[src/rtl/mode_output_sequencer.sv]
// Mode selector for a gated-output unit: a debounced push button steps through
// operating modes (long press returns to mode 0), channel outputs follow a
// per-mode static pattern or the timing generator, and an LED blinks the mode.
module mode_output_sequencer #(
    parameter int unsigned                 NUM_MODES        = 5,
    parameter int unsigned                 NUM_CH           = 4,
    parameter logic [NUM_MODES*NUM_CH-1:0] MODE_PATTERNS    = 20'hFA539,
    parameter logic [NUM_MODES-1:0]        PASSTHRU_MASK    = 5'b00010,
    parameter int unsigned                 DEBOUNCE_DIV     = 256,
    parameter int unsigned                 DEBOUNCE_SAMPLES = 4,
    parameter int unsigned                 HOLD_TICKS       = 20000,
    parameter int unsigned                 FLASH_ON         = 1000,
    parameter int unsigned                 FLASH_OFF        = 1000,
    parameter int unsigned                 PAUSE            = 5000
) (
    input  logic                         clk_2M5,
    input  logic                         reset,
    input  logic                         mode_button,
    input  logic [NUM_CH-1:0]            timer_ch,
    output logic [NUM_CH-1:0]            ch_out,
    output logic                         LED_output,
    output logic [$clog2(NUM_MODES)-1:0] mode,
    output logic                         mode_changed
);

    localparam int unsigned MODE_W  = $clog2(NUM_MODES);
    localparam int unsigned DIV_W   = (DEBOUNCE_DIV > 1) ? $clog2(DEBOUNCE_DIV) : 1;
    localparam int unsigned SMP_W   = $clog2(DEBOUNCE_SAMPLES + 1);
    localparam int unsigned HOLD_W  = $clog2(HOLD_TICKS + 1);
    localparam int unsigned LED_MAX = (PAUSE > FLASH_ON) ? ((PAUSE > FLASH_OFF) ? PAUSE : FLASH_OFF)
                                                         : ((FLASH_ON > FLASH_OFF) ? FLASH_ON : FLASH_OFF);
    localparam int unsigned LED_W   = $clog2(LED_MAX + 1);
    localparam int unsigned FLASH_W = $clog2(NUM_MODES + 1);

    typedef enum logic [1:0] {
        LED_START,
        LED_ON,
        LED_OFF,
        LED_PAUSE
    } led_state_t;

    logic                r_sync1, r_sync2;
    logic                r_armed;
    logic [DIV_W-1:0]    r_div_cnt;
    logic                r_db_level;
    logic [SMP_W-1:0]    r_db_cnt;
    logic [HOLD_W-1:0]   r_hold_cnt;
    logic [MODE_W-1:0]   r_mode;
    logic                r_mode_changed;
    logic [NUM_CH-1:0]   r_ch_out;
    led_state_t          r_led_state, w_led_state_nx;
    logic [LED_W-1:0]    r_led_cnt, w_led_cnt_nx;
    logic [FLASH_W-1:0]  r_flash_cnt, w_flash_cnt_nx;
    logic                r_led, w_led_nx;

    logic                w_tick, w_sample, w_flip, w_release, w_hold_hit, w_mode_upd;
    logic [NUM_CH-1:0]   w_pat;
    logic                w_pass;

    // Sample tick, debounce and press-event decode
    assign w_tick     = (r_div_cnt == DIV_W'(DEBOUNCE_DIV - 1));
    assign w_sample   = r_sync2 & r_armed;
    assign w_flip     = w_tick & (w_sample != r_db_level) & (r_db_cnt == SMP_W'(DEBOUNCE_SAMPLES - 1));
    assign w_release  = w_flip & r_db_level;
    assign w_hold_hit = w_tick & r_db_level & ~w_flip & (r_hold_cnt == HOLD_W'(HOLD_TICKS - 1));
    assign w_mode_upd = (w_release & (r_hold_cnt != HOLD_W'(HOLD_TICKS))) | w_hold_hit;

    // Synchronise the button (stored as pressed=1); ignore a press already held out of reset
    always_ff @(posedge clk_2M5 or posedge reset) begin
        if (reset) begin
            r_sync1 <= 1'b0;
            r_sync2 <= 1'b0;
            r_armed <= 1'b0;
        end else begin
            r_sync1 <= ~mode_button;
            r_sync2 <= r_sync1;
            if (w_tick && !r_sync2)
                r_armed <= 1'b1;
        end
    end

    // Free-running prescaler and consecutive-sample debouncer
    always_ff @(posedge clk_2M5 or posedge reset) begin
        if (reset) begin
            r_div_cnt  <= '0;
            r_db_level <= 1'b0;
            r_db_cnt   <= '0;
        end else begin
            r_div_cnt <= w_tick ? '0 : r_div_cnt + DIV_W'(1);
            if (w_tick) begin
                if (w_flip) begin
                    r_db_level <= w_sample;
                    r_db_cnt   <= '0;
                end else if (w_sample != r_db_level) begin
                    r_db_cnt <= r_db_cnt + SMP_W'(1);
                end else begin
                    r_db_cnt <= '0;
                end
            end
        end
    end

    // Hold counter and mode register: short press advances, long press returns to 0
    always_ff @(posedge clk_2M5 or posedge reset) begin
        if (reset) begin
            r_hold_cnt     <= '0;
            r_mode         <= '0;
            r_mode_changed <= 1'b0;
        end else begin
            r_mode_changed <= w_mode_upd;
            if (w_tick) begin
                if (r_db_level && !w_flip) begin
                    if (r_hold_cnt != HOLD_W'(HOLD_TICKS))
                        r_hold_cnt <= r_hold_cnt + HOLD_W'(1);
                end else begin
                    r_hold_cnt <= '0;
                end
            end
            if (w_hold_hit)
                r_mode <= '0;
            else if (w_mode_upd)
                r_mode <= (r_mode == MODE_W'(NUM_MODES - 1)) ? '0 : r_mode + MODE_W'(1);
        end
    end

    // Per-mode pattern and passthrough selection
    always_comb begin
        w_pat  = '0;
        w_pass = 1'b0;
        for (int m = 0; m < NUM_MODES; m++) begin
            if (r_mode == MODE_W'(m)) begin
                w_pat  = MODE_PATTERNS[m*NUM_CH +: NUM_CH];
                w_pass = PASSTHRU_MASK[m];
            end
        end
    end

    // Registered channel outputs
    always_ff @(posedge clk_2M5 or posedge reset) begin
        if (reset)
            r_ch_out <= '0;
        else
            r_ch_out <= w_pass ? timer_ch : w_pat;
    end

    // LED sequencer state register
    always_ff @(posedge clk_2M5 or posedge reset) begin
        if (reset) begin
            r_led_state <= LED_START;
            r_led_cnt   <= '0;
            r_flash_cnt <= '0;
            r_led       <= 1'b0;
        end else begin
            r_led_state <= w_led_state_nx;
            r_led_cnt   <= w_led_cnt_nx;
            r_flash_cnt <= w_flash_cnt_nx;
            r_led       <= w_led_nx;
        end
    end

    // LED sequencer next state: (mode+1) flashes then a pause; restart dark on mode change
    always_comb begin
        w_led_state_nx = r_led_state;
        w_led_cnt_nx   = r_led_cnt;
        w_flash_cnt_nx = r_flash_cnt;
        w_led_nx       = r_led;
        if (w_mode_upd) begin
            w_led_state_nx = LED_START;
            w_led_cnt_nx   = '0;
            w_flash_cnt_nx = '0;
            w_led_nx       = 1'b0;
        end else if (w_tick) begin
            case (r_led_state)
                LED_START: begin
                    w_led_state_nx = LED_ON;
                    w_led_cnt_nx   = '0;
                    w_flash_cnt_nx = '0;
                    w_led_nx       = 1'b1;
                end
                LED_ON: begin
                    if (r_led_cnt == LED_W'(FLASH_ON - 1)) begin
                        w_led_state_nx = LED_OFF;
                        w_led_cnt_nx   = '0;
                        w_led_nx       = 1'b0;
                    end else begin
                        w_led_cnt_nx = r_led_cnt + LED_W'(1);
                    end
                end
                LED_OFF: begin
                    if (r_led_cnt == LED_W'(FLASH_OFF - 1)) begin
                        w_led_cnt_nx = '0;
                        if (r_flash_cnt == FLASH_W'(r_mode)) begin
                            w_led_state_nx = LED_PAUSE;
                        end else begin
                            w_led_state_nx = LED_ON;
                            w_flash_cnt_nx = r_flash_cnt + FLASH_W'(1);
                            w_led_nx       = 1'b1;
                        end
                    end else begin
                        w_led_cnt_nx = r_led_cnt + LED_W'(1);
                    end
                end
                LED_PAUSE: begin
                    if (r_led_cnt == LED_W'(PAUSE - 1)) begin
                        w_led_state_nx = LED_ON;
                        w_led_cnt_nx   = '0;
                        w_flash_cnt_nx = '0;
                        w_led_nx       = 1'b1;
                    end else begin
                        w_led_cnt_nx = r_led_cnt + LED_W'(1);
                    end
                end
                default: begin
                    w_led_state_nx = LED_START;
                    w_led_cnt_nx   = '0;
                    w_flash_cnt_nx = '0;
                    w_led_nx       = 1'b0;
                end
            endcase
        end
    end

    assign ch_out       = r_ch_out;
    assign LED_output   = r_led;
    assign mode         = r_mode;
    assign mode_changed = r_mode_changed;

endmodule

[config.mk]
export PLATFORM = sky130hd
export DESIGN_NAME = mode_output_sequencer
export DESIGN_NICKNAME = d
export VERILOG_FILES = /design/src/rtl/mode_output_sequencer.sv
export SDC_FILE = /design/constraint.sdc
export NUM_CORES = 1
export LEC_CHECK = 0
export CAP_MARGIN = 20
export CORE_ASPECT_RATIO = 1.2
export CORE_MARGIN = 2
export CORE_UTILIZATION = 60
export DETAILED_ROUTE_END_ITERATION = 12
export PLACE_DENSITY_LB_ADDON = 0.05
export SYNTH_ARGS = -nofsm -noshare
export SYNTH_HDL_FRONTEND = slang
export SYNTH_SLANG_ARGS = --single-unit
[constraint.sdc]
create_clock -name clk_2M5 -period 3 [get_ports clk_2M5]
set_input_delay 0.6 -clock clk_2M5 [delete_from_list [all_inputs] [get_ports clk_2M5]]
set_output_delay 0.6 -clock clk_2M5 [all_outputs]
set_load 0.03 [all_outputs]
[Word level (Yosys, flattened, before mapping)]
Cells that the tools add are included.
Word-level totals
  register bits after elaboration: 57
  output and inout port bits: 9
Operators by class
  reduce and logical (&&, ||, !) cells: 15
  add/subtract/negate cells: 6
  equality and inequality tests: 20
  bitwise gates (word level): 11
  mux-type cells: 43
Operators by type and width (number)
  two-way mux 13 bit: 4
  one-hot mux 13 bit (3 select lines): 1
  two-way mux 15 bit: 2
  two-way mux 3 bit: 10
  two-way mux 4 bit: 6
  adder 15 x 1 -> 15 bit, second input constant: 1
  equality test 15 bit, second input constant: 1
  inequality test 15 bit, second input constant: 1
  adder 13 x 1 -> 13 bit, second input constant: 1
  equality test 13 x 10 -> 1 bit, second input constant: 1
  equality test 13 bit, second input constant: 1
  two-way mux 2 bit: 6
  inequality test 3 bit, second input constant: 4
  two-way mux 1 bit: 10
  AND reduction 5 bit: 2
  adder 3 x 1 -> 3 bit, second input constant: 3
  equality test 3 x 2 -> 1 bit, second input constant: 3
  one-hot mux 3 bit (3 select lines): 1
  adder 8 x 1 -> 8 bit, second input constant: 1
  bitwise AND 1 bit: 8
  equality test 8 bit, second input constant: 1
  two-way mux 8 bit: 1
  one-hot mux 2 bit (4 select lines): 1
  equality test 2 bit, second input constant: 2
  18 further kinds: 23

[Logic depth before layout (Yosys ltp)]
Gate-level depths: netlist of run 1.
  depth after elaboration: 10
  depth in mapped cells: 9
  gate-level depth less buffers: 7

[Least setup slack after synthesis of run 1]
Ideal clock, no wire load.
  path type: reg2reg
  start point: register r_hold_cnt[6]
  end point: register r_led_cnt[11]
  stages on the path, launching flop included: 8
  required time: 2925 ps
  clock period less this slack: 2569 ps
  slack: 431 ps
  library setup time: 75 ps
  data arrival time: 2494 ps
  cells stage by stage: dfrtp_1 > or4b_1 > or4_4 > buf_6 > and4_4 > or4_4 > buf_6 > o2bb2ai_2
Between the ends
  longest elaborated chain between the ends: 4
RTL lines
  from (decl): line 47  | logic [HOLD_W-1:0] r_hold_cnt;
  from (signal assigned): line 114  | r_hold_cnt <= r_hold_cnt + HOLD_W'(1);
  inequality test 15 bit / equality test 15 bit (equally long branches): line 66, 65
  bitwise AND 1 bit, on equally long branches: line 66, 65
  OR 1 bit (*): line 66  | assign w_mode_upd = (w_release & (r_hold_cnt != HOLD_W'(HOLD_TICKS))) | w_hold_hit;
  two-way mux 13 bit / nonzero test 2 bit (equally long branches)
  to (signal assigned): line 155  | r_led_cnt <= w_led_cnt_nx;
  to (decl): line 52  | logic [LED_W-1:0] r_led_cnt, w_led_cnt_nx;
Mark *: on every way between the ends. The rest lies on a longest branch, timed or not.
A chain may end at the register's enable or synchronous reset.

[Final worst setup path of run 1]
  start point: register r_led_cnt[3]
  end point: register r_led_cnt[6]
Between the ends
  longest elaborated chain between the ends: 5
RTL lines
  adder 13 x 1 -> 13 bit, or another cell as far along: line 186, 200, 210
  two-way mux 13 bit, on equally long branches: line 204, 181, 190
  one-hot mux 13 bit (3 select lines) (*): line 173  | case (r_led_state)
  two-way mux 13 bit (*): line 172  | end else if (w_tick) begin
  two-way mux 13 bit (*): line 167  | if (w_mode_upd) begin
Mark *: on every way between the ends. The rest lies on a longest branch, timed or not. The select of a mux whose other input is x is not followed.

==> results of run 1 <==
## worst max-delay path: cells and delay by family, from the launching register on
family / cells / cell delay (ps)
AO/OA/AOI/OAI: 2 / 860
flip-flops: 1 / 420
AND/OR/NAND/NOR: 3 / 1320
## flip-flops by register name, summed over array words and instances, names as in the netlist
register / cells
r_armed: 1
mode: 3
r_hold_cnt: 15
r_led_cnt: 13
LED_output: 1
mode_changed: 1
ch_out: 4
r_div_cnt: 8
r_sync1: 1
r_db_cnt: 3
r_db_level: 1
r_sync2: 1
r_flash_cnt: 3
r_led_state: 2
## stage by stage
step           total power [mW]  area [um^2]  std cells  worst slack, ps   util
2_1_floorplan             0.796         3220        333              431      -
3_3_place_gp              0.811         3430        402              412  0.657
3_5_place_dp              0.811         3430        402              363  0.657
4_1_cts                    1.58         3640        418              323  0.697
5_1_grt                    1.63         3640        418              169  0.697
6_report                   1.57         3640        418              291  0.697
## power groups by stage
stage	sequential (mW)	clock, mW	combinational (mW)
3_5_place_dp	0.785	0	0.0264
2_1_floorplan	0.785	0	0.0117
4_1_cts	0.770	0.783	0.0264
3_3_place_gp	0.785	0	0.0259
6_report	0.771	0.771	0.0248
5_1_grt	0.770	0.827	0.0295
## worst max path at each step
| stage | startpoint | endpoint | slack (ps) | cells past startpoint |
|---|---|---|---|---|
| 2_1_floorplan | r_hold_cnt[6]$_DFFE_PP0P_ | r_led_cnt[11]$_DFFE_PP0P_ | 430 | 7 |
| 3_3_place_gp | r_led_cnt[3]$_DFFE_PP0P_ | r_flash_cnt[2]$_DFFE_PP0P_ | 410 | 5 |
| 3_5_place_dp | r_hold_cnt[6]$_DFFE_PP0P_ | r_led_cnt[0]$_DFFE_PP0P_ | 360 | 5 |
| 4_1_cts | r_led_cnt[3]$_DFFE_PP0P_ | r_led_cnt[6]$_DFFE_PP0P_ | 320 | 5 |
| 5_1_grt | r_led_cnt[3]$_DFFE_PP0P_ | r_led_cnt[10]$_DFFE_PP0P_ | 170 | 5 |
| 6_report | r_led_cnt[3]$_DFFE_PP0P_ | r_led_cnt[6]$_DFFE_PP0P_ | 290 | 5 |
## final cells by class
cell class / count / area, um^2 / area share
multi-input cells: 247 / 1670 / 0.459
flip-flops and latches: 57 / 1430 / 0.392
repair buffers: 22 / 203 / 0.0557
clock buffers: 10 / 128 / 0.0351
clock inverters: 6 / 82.6 / 0.0227
well taps: 62 / 77.6 / 0.0213
inverters: 14 / 52.6 / 0.0144
## per-layer routing
| layer | GRT usage | vias to the layer above | share of wire |
|---|---|---|---|
| met3 | 0.0528 | 9 | 0.036 |
| met5 | 0 | - | 0 |
| met4 | 0.0961 | 0 | 0.012 |
| met1 | 0.304 | 1255 | 0.43 |
| met2 | 0.409 | 53 | 0.52 |
| li1 | - | 1241 | - |
## kinds of logic after synthesis
kind of cell               after synthesis
DFF                                     57
AOI/OAI and AO/OA                       62
and+or+nand+nor                        146
xor gates and xnor gates                21
adders and majority gates               16
buffers and inverters                   29
muxes                                    2
## cell usage in the layout (no fill, tap or decap), types with 12 or more instances in the layout
cell,Yosys,layout
nand3_1,17,17
nand2_1,35,35
ha_1,16,16
inv_1,14,13
nor3_1,12,12
xnor2_1,13,13
a21oi_1,15,15
clkdlybuf4s50_1,0,15
dfrtp_1,57,57
nor2_1,18,18
==> results.md, run 1 <==
- Slowest-stage cell, CP: or4_1
- Worst r2r path cells: 5
- H-tree levels: 3
- Vias in the first global route: 2587
- Main synth FF type: dfrtp_1
- Final min period: 2710 ps
- Core ar.: 5230 um^2
- Crit Path Class: reg2reg
- I/O pin cnt: 16
- Largest net degree at the start of global routing: 26
- Starting Density: 0.617
- Hpwl dp: 4.55 mm
- #FFs+latches synth: 57
- Setup TNS: 0 ps
- Post-Syn Nets: 356
- Die width: 70.9 um
- Top cell type by total area after synthesis: dfrtp_1
- Synth cell count leaders: dfrtp_1, nand2_1, nor2_1
- Remaining Overflow, GRT: 0
- Delay of the slowest critical-path stage: 670 ps
- CP required: 3210 ps
- Worst reg2reg endpoint: r_led_cnt[6]$_DFFE_PP0P_
- Sink Count: 57
- Worst Hold Path Cells: 0
- Register clock-pin slew on the reported worst setup and hold paths: 70 ps
- P&R area growth vs syn: 13.0%
- Filler instances: 413
- DRC Markers: 0
- CP Launch Type: flip-flop
- Synth Instances: 333
- WHS: 358 ps
- Post-Synth Adder-Cell Area: 0.0621
- Share of layout cells above drive strength 1: 0.0955
- Post-synthesis sequential area ratio: 0.443
- GPL Wtd Cong: 0.834
- Psw: 324 uW
- Die height: 84.3 um
- Slew Viols, Final: 0
- Mux contribution to synthesized area: 0.00621
- DR vias/cell: 6.12
- Min-Delay Startpoint: r_sync1$_DFF_PP0_
- Post-CTS Setup Bufs: 0
- Num CTS Buffers: 9
- RSZ-0062 raised after global routing: false
- Final #Nets: 374
- Post-synth ARST share: 1.00
- Crit Path Max Fanout: 10
- Crit path cell chain: or4_1 -> or4_1 -> a32oi_2 -> nor3_1 -> a221o_1
- N_diodes: 0
- Top post-synthesis cells by area: dfrtp_1, ha_1, nand2_1
- Relative slew slack: 0.606
- R2R Path Start: r_led_cnt[3]$_DFFE_PP0P_
- Synth Area in Compound Gates: 0.146
- Setup violators final: 0
- First drt pass iteration count: 5
- Avg Cell Area, Syn: 9.68 um^2
- Final Cycle Share: 0.903
- Combinational family with the most area after synthesis: simple AND/OR/NAND/NOR gates
- Area of the mapped netlist: 3220 um^2
- Critical path capture point type: flip-flop
- Setup Skew: 10.3 ps
- Status: finished, final reports clean
- GRT Total Usage: 0.243
- Combinational share of power: 0.016
- Static Leak: 1.51 nW
- EDFF count, synth: 0
- Post-cts sizing count: 0
- CTS tree: built
- CTS root buf: clkbuf_8
- Flop pwr share: 0.492
- Post-synthesis simple-gate area fraction: 0.247
- Clk buf depth: 2
- Initial antenna violation count: 0
- Routed wire length: 6.51 mm
- Die Footprint: 5970 um^2
- Top cell type's share of synthesized area: 0.443
- First-pass GRT wire length: 11.7 mm
- Vias: 2558
- Cts hold-fix bufs: 0
- Skew-Pair Late Insertion Delay: 340 ps
- Worst-Margin Slew: 591 ps
- Clk pwr share: 0.492
- Pint: 1.24 mW
- Max-cap viol count: 0
- Fmax: 0.369 GHz
- Routed Antenna Nets: 0
- Xor and xnor area share after synthesis: 0.0571
- Cell repeated most along the worst path: or4_1
- # rows: 29
- Most common cell in the synthesized netlist: dfrtp_1
- Hold Vio Cnt, Final: 0
- Worst EP arrival: 2920 ps
- Worst vdd ir: 0.310 mV
- Initial drt markers: 170
- Sw Ratio: 0.207
- Worst R2R Setup Slack: 290 ps
- Port Buf Inserts: 15
- Cell Pwr Density: 430 nW/um^2
- Hold endpoint: r_sync2$_DFF_PP0_
- Min-Delay Path Class: reg2reg
- Warnings from Yosys: 0
- Routed len/inst: 15.6 um
- Synth cell types: 50
Power figures use the tool's default switching activity.
==> inputs of run 2 (changes only) <==
--- a/config.mk
+++ b/config.mk
@@ -5,8 +5,7 @@
 export SDC_FILE = /design/constraint.sdc
 export NUM_CORES = 1
 export LEC_CHECK = 0
-export CAP_MARGIN = 20
-export CORE_ASPECT_RATIO = 1.2
+export CORE_ASPECT_RATIO = 1.1
 export CORE_MARGIN = 2
 export CORE_UTILIZATION = 60
 export DETAILED_ROUTE_END_ITERATION = 12
==> results.md, run 2 (same netlist as run 1, synthesis figures left out) <==
- Post-cts sizing count: 0
- First drt pass iteration count: 8
- Worst Hold Path Cells: 0
- Cts hold-fix bufs: 0
- Register clock-pin slew on the reported worst setup and hold paths: 70 ps
- Initial antenna violation count: 0
- Setup Skew: 9.69 ps
- Setup violators final: 0
- # rows: 27
- CP required: 3210 ps
- Final Cycle Share: 0.893
- DR vias/cell: 5.93
- Port Buf Inserts: 15
- H-tree levels: 3
- GRT Total Usage: 0.255
- Max-cap viol count: 0
- Delay of the slowest critical-path stage: 670 ps
- Final #Nets: 374
- CP top delay family: simple AND/OR/NAND/NOR gates
- Routed len/inst: 15.2 um
- Min-Delay Path Class: reg2reg
- Die height: 80.9 um
- Commonest non-fill, non-tap cell in the layout: dfrtp_1
- Setup TNS: 0 ps
- Relative slew slack: 0.638
- Crit path cell chain: or4_1 -> or4_1 -> a32oi_2 -> or3_1 -> a21oi_1
- N_diodes: 0
- Clk buf depth: 2
- Initial drt markers: 159
- Worst setup margin: 322 ps
- Die width: 73.9 um
- GPL Wtd Cong: 0.851
- Max FFs per register: 15
- Top reg by flops: r_hold_cnt
- Sink Count: 57
- WHS: 364 ps
- Vias: 2538
- R2R Path Start: r_led_cnt[3]$_DFFE_PP0P_
- Post-CTS Setup Bufs: 0
- Most frequent cells in the layout: dfrtp_1, nand2_1, nor2_1
- I/O pin cnt: 16
- Skew-Pair Late Insertion Delay: 340 ps
- Hpwl dp: 4.56 mm
- Hold Vio Cnt, Final: 0
- Slowest-stage cell, CP: or4_1
- CP startpoint: r_led_cnt[3]$_DFFE_PP0P_
- First-pass GRT wire length: 11.7 mm
- Largest net degree at the start of global routing: 36
- Worst vdd ir: 0.379 mV
- Static Leak: 1.49 nW
- Starting Density: 0.632
- Final instance area: 3650 um^2
- Share of layout cells above drive strength 1: 0.0927
- Die Footprint: 5970 um^2
- Worst EP arrival: 2890 ps
- Worst-Margin Slew: 543 ps
- Cell Pwr Density: 415 nW/um^2
- Placed inst area: 3460 um^2
- Worst path depth: 5
- CTS root buf: clkbuf_8
- Crit Path Class: reg2reg
- Critical path capture point type: flip-flop
- CTS tree: built
- DRC Markers: 0
- Num CTS Buffers: 9
- Core ar.: 5100 um^2
- Fmax: 0.373 GHz
- Status: finished, final reports clean
- Cell repeated most along the worst path: or4_1
- Worst Path Buf+Inv: 0
- Crit Path Max Fanout: 10
- Vias in the first global route: 2647
- Slew Viols, Final: 0
- Top Registers: r_hold_cnt (15), r_led_cnt (13), r_div_cnt (8)
- CP Launch Type: flip-flop
- P&R area growth vs syn: 13.4%
- Routed wire length: 6.51 mm
- Remaining Overflow, GRT: 0
- Min-Delay Startpoint: r_sync1$_DFF_PP0_
- Worst r2r path cells: 5
- Pre-CTS setup slack: 347 ps
- Final min period: 2680 ps
- RSZ-0062 raised after global routing: false
- Routed Antenna Nets: 0
run 2: stage by stage:
stage          utilization  cells  power [mW]
5_1_grt              0.716    428        1.57
6_report             0.716    428        1.52
2_1_floorplan            -    333       0.796
4_1_cts              0.716    428        1.53
3_3_place_gp         0.677    412       0.812
3_5_place_dp         0.677    412       0.812
run 2: path summary, 6_finish.rpt:
kind / to / slack (ps)
worst max-delay path: r_led_cnt[12]$_DFFE_PP0P_ / 320
worst min-delay path: r_sync2$_DFF_PP0_ / 360
worst max register to register: r_led_cnt[12]$_DFFE_PP0P_ / 320
worst min register to register: r_sync2$_DFF_PP0_ / 360
max in group asynchronous: r_sync1$_DFF_PP0_ / 1850
min in group asynchronous: mode[2]$_DFFE_PP0P_ / 600
run 2: per-layer routing:
metal / wire, um / vias up / global-route usage
li1: - / 1253 / -
met2: 3280 / 69 / 0.423
met3: 257 / 14 / 0.0608
met5: 0 / - / 0
met1: 2880 / 1202 / 0.310
met4: 84 / 0 / 0.125
run 2: area by class of cell:
type,count,area [um^2]
clock buffers,12,145
fillers,384,1450
clock inverters,4,52.6
inverters,14,52.6
repair buffers,22,215
flip-flops and latches,57,1430
multi-input cells,247,1670
well taps,72,90.1
run 2: report_power, final:
part / internal (mW) / total, mW / switching (mW)
Combinational: 0.00972 / 0.0257 / 0.0160
Clock: 0.407 / 0.721 / 0.315
Sequential: 0.770 / 0.771 / 0.000691
==> variant: new RTL, flow settings as in run 1 <==
Set the parameter `HOLD_TICKS` to 10000 (it was 20000).
--- a/src/rtl/mode_output_sequencer.sv
+++ b/src/rtl/mode_output_sequencer.sv
@@ -10,3 +10,3 @@
     parameter int unsigned                 DEBOUNCE_SAMPLES = 4,
-    parameter int unsigned                 HOLD_TICKS       = 20000,
+    parameter int unsigned                 HOLD_TICKS       = 10000,
     parameter int unsigned                 FLASH_ON         = 1000,
Check against the original RTL: same outputs for any inputs over 10 cycles, from zero or initial values and one cycle with reset high; that may be too few to reach the edited logic, so the function may still have changed.
==> variant against run 1 <==
  * Sequential power is 2% lower
  * Area after synthesis is 0.82% lower
  * Utilization is 2.6 points lower
  * Power is 23% lower
  * Setup slack better by 250 ps
  * Final area is 3.7% lower
  * Sequential cell count is 1 lower
  * Routed wire length is 1.9% lower
  * Critical path type unchanged
  * Highest routed layer unchanged
==> variant: results (changes against run 1) <==
metric,value,unit,change
max-vdd-ir-drop,0.0003500,V,+13%
route.detailed.wl_per_inst,15.29,µm,-1.9%
status,completed,,
rr_startpoint,r_div_cnt[0],,
gp_congestion,0.8544,,+2.5%
synth.cells.most_frequent,"dfrtp_1, nand2_1, nor2_1",,
r2r_setup_slack,540,ps,+250 ps
clk_pin_slew,100,ps,+30 ps
finalClockSkew,4.078,ps,-6.213 ps
ys_seq_area_share,43.85,%,-0.42 points
firstDrtPassIters,4,,-1
globalRouteMet1Util,30.63,%,+0.22 points
dp_slack,582.9,ps,+219.8 ps
grt_max_degree,41,,+58%
ff2ff_path_depth,6,,+1
grt_pass1_wl,11.28,mm,-3.6%
synth.distinct_cells,51,,+2.0%
power_leakage,1.456,nW,-3.4%
synth_area_leaders,"dfrtp_1, ha_1, nand2_1, xor2_1, o21ai_0",,
htreeDepth,2,,-1
via_per_inst,6.112,,-0.12%
place_area,3412,µm²,-0.55%
worstPathArrival,2690,ps,-230 ps
use_met3,3.019,%,-2.3 points
drive_above_1_share,6.461,%,-3.1 points
crit_path_end,mode[2],,
reg_top3,"r_hold_cnt x14, r_led_cnt x13, r_div_cnt x8",,
==> variant: cell types whose count changed after synthesis, moves of 7 or more <==
cell / before / now
xnor2_1: 13 / 6
inv_1: 14 / 21
o41ai_1: 8 / 0
o21ai_0: 7 / 18
nor3_1: 12 / 4
nand2b_1: 10 / 2
==> variant: cell families after synthesis <==
logic type / after synthesis / synth area share (%)
and+or+nand+nor: 131 / 21.81
AOI/OAI and AO/OA: 81 / 17.35
DFF: 56 / 43.85
buffers and inverters: 34 / 4.855
xor gates and xnor gates: 18 / 4.933
adders and majority gates: 16 / 6.265
muxes: 3 / 0.9397
==> variant: how the worst min path moves through the flow <==
stage	startpoint	to	cells after the start
final	r_sync1	r_sync2	0
after global routing	r_sync1	r_sync2	0
after CTS	r_sync1	r_sync2	0
after detailed placement	r_sync1	r_sync2	0
after global placement	r_sync1	r_sync2	0
after floorplan	r_sync1	r_sync2	0
==> variant: final cells by class <==
cell class	instances	area, µm²	area share (%)
flip-flops and latches	56	1401	39.99
inverters	21	78.83	2.249
multi-input cells	249	1639	46.77
well taps	62	77.57	2.213
clock buffers	6	82.58	2.356
repair buffers	22	215.2	6.141
clock inverters	2	10.01	0.2856
==> variant: critical path, cell delays in order (launching register included) <==
cell      delay [ps]
dfrtp_1          430
ha_1             330
and4_1           470
nand3_2          290
buf_4            250
or3b_2           430
a21boi_0         180
==> variant: layer usage <==
| layer | wire (µm) | up-vias |
|---|---|---|
| met5 | 0 | - |
| met4 | 82 | 0 |
| met3 | 161 | 8 |
| met2 | 3220 | 44 |
| met1 | 2927 | 1230 |
| li1 | - | 1273 |
==> variant: through the flow <==
| step | hold slack [ps] | power (mW) |
|---|---|---|
| 3_5_place_dp | 346.6 | 0.7978 |
| 4_1_cts | 368.6 | 1.216 |
| 3_3_place_gp | 342.3 | 0.7975 |
| 5_1_grt | 374.1 | 1.245 |
| 2_1_floorplan | 331.2 | 0.7822 |
| 6_report | 366.5 | 1.208 |
==> variant: power breakdown <==
group          total [mW]  internal [mW]  switching (mW)
clock               0.427          0.185           0.242
sequential          0.756          0.756        0.000499
combinational      0.0256        0.00967          0.0159
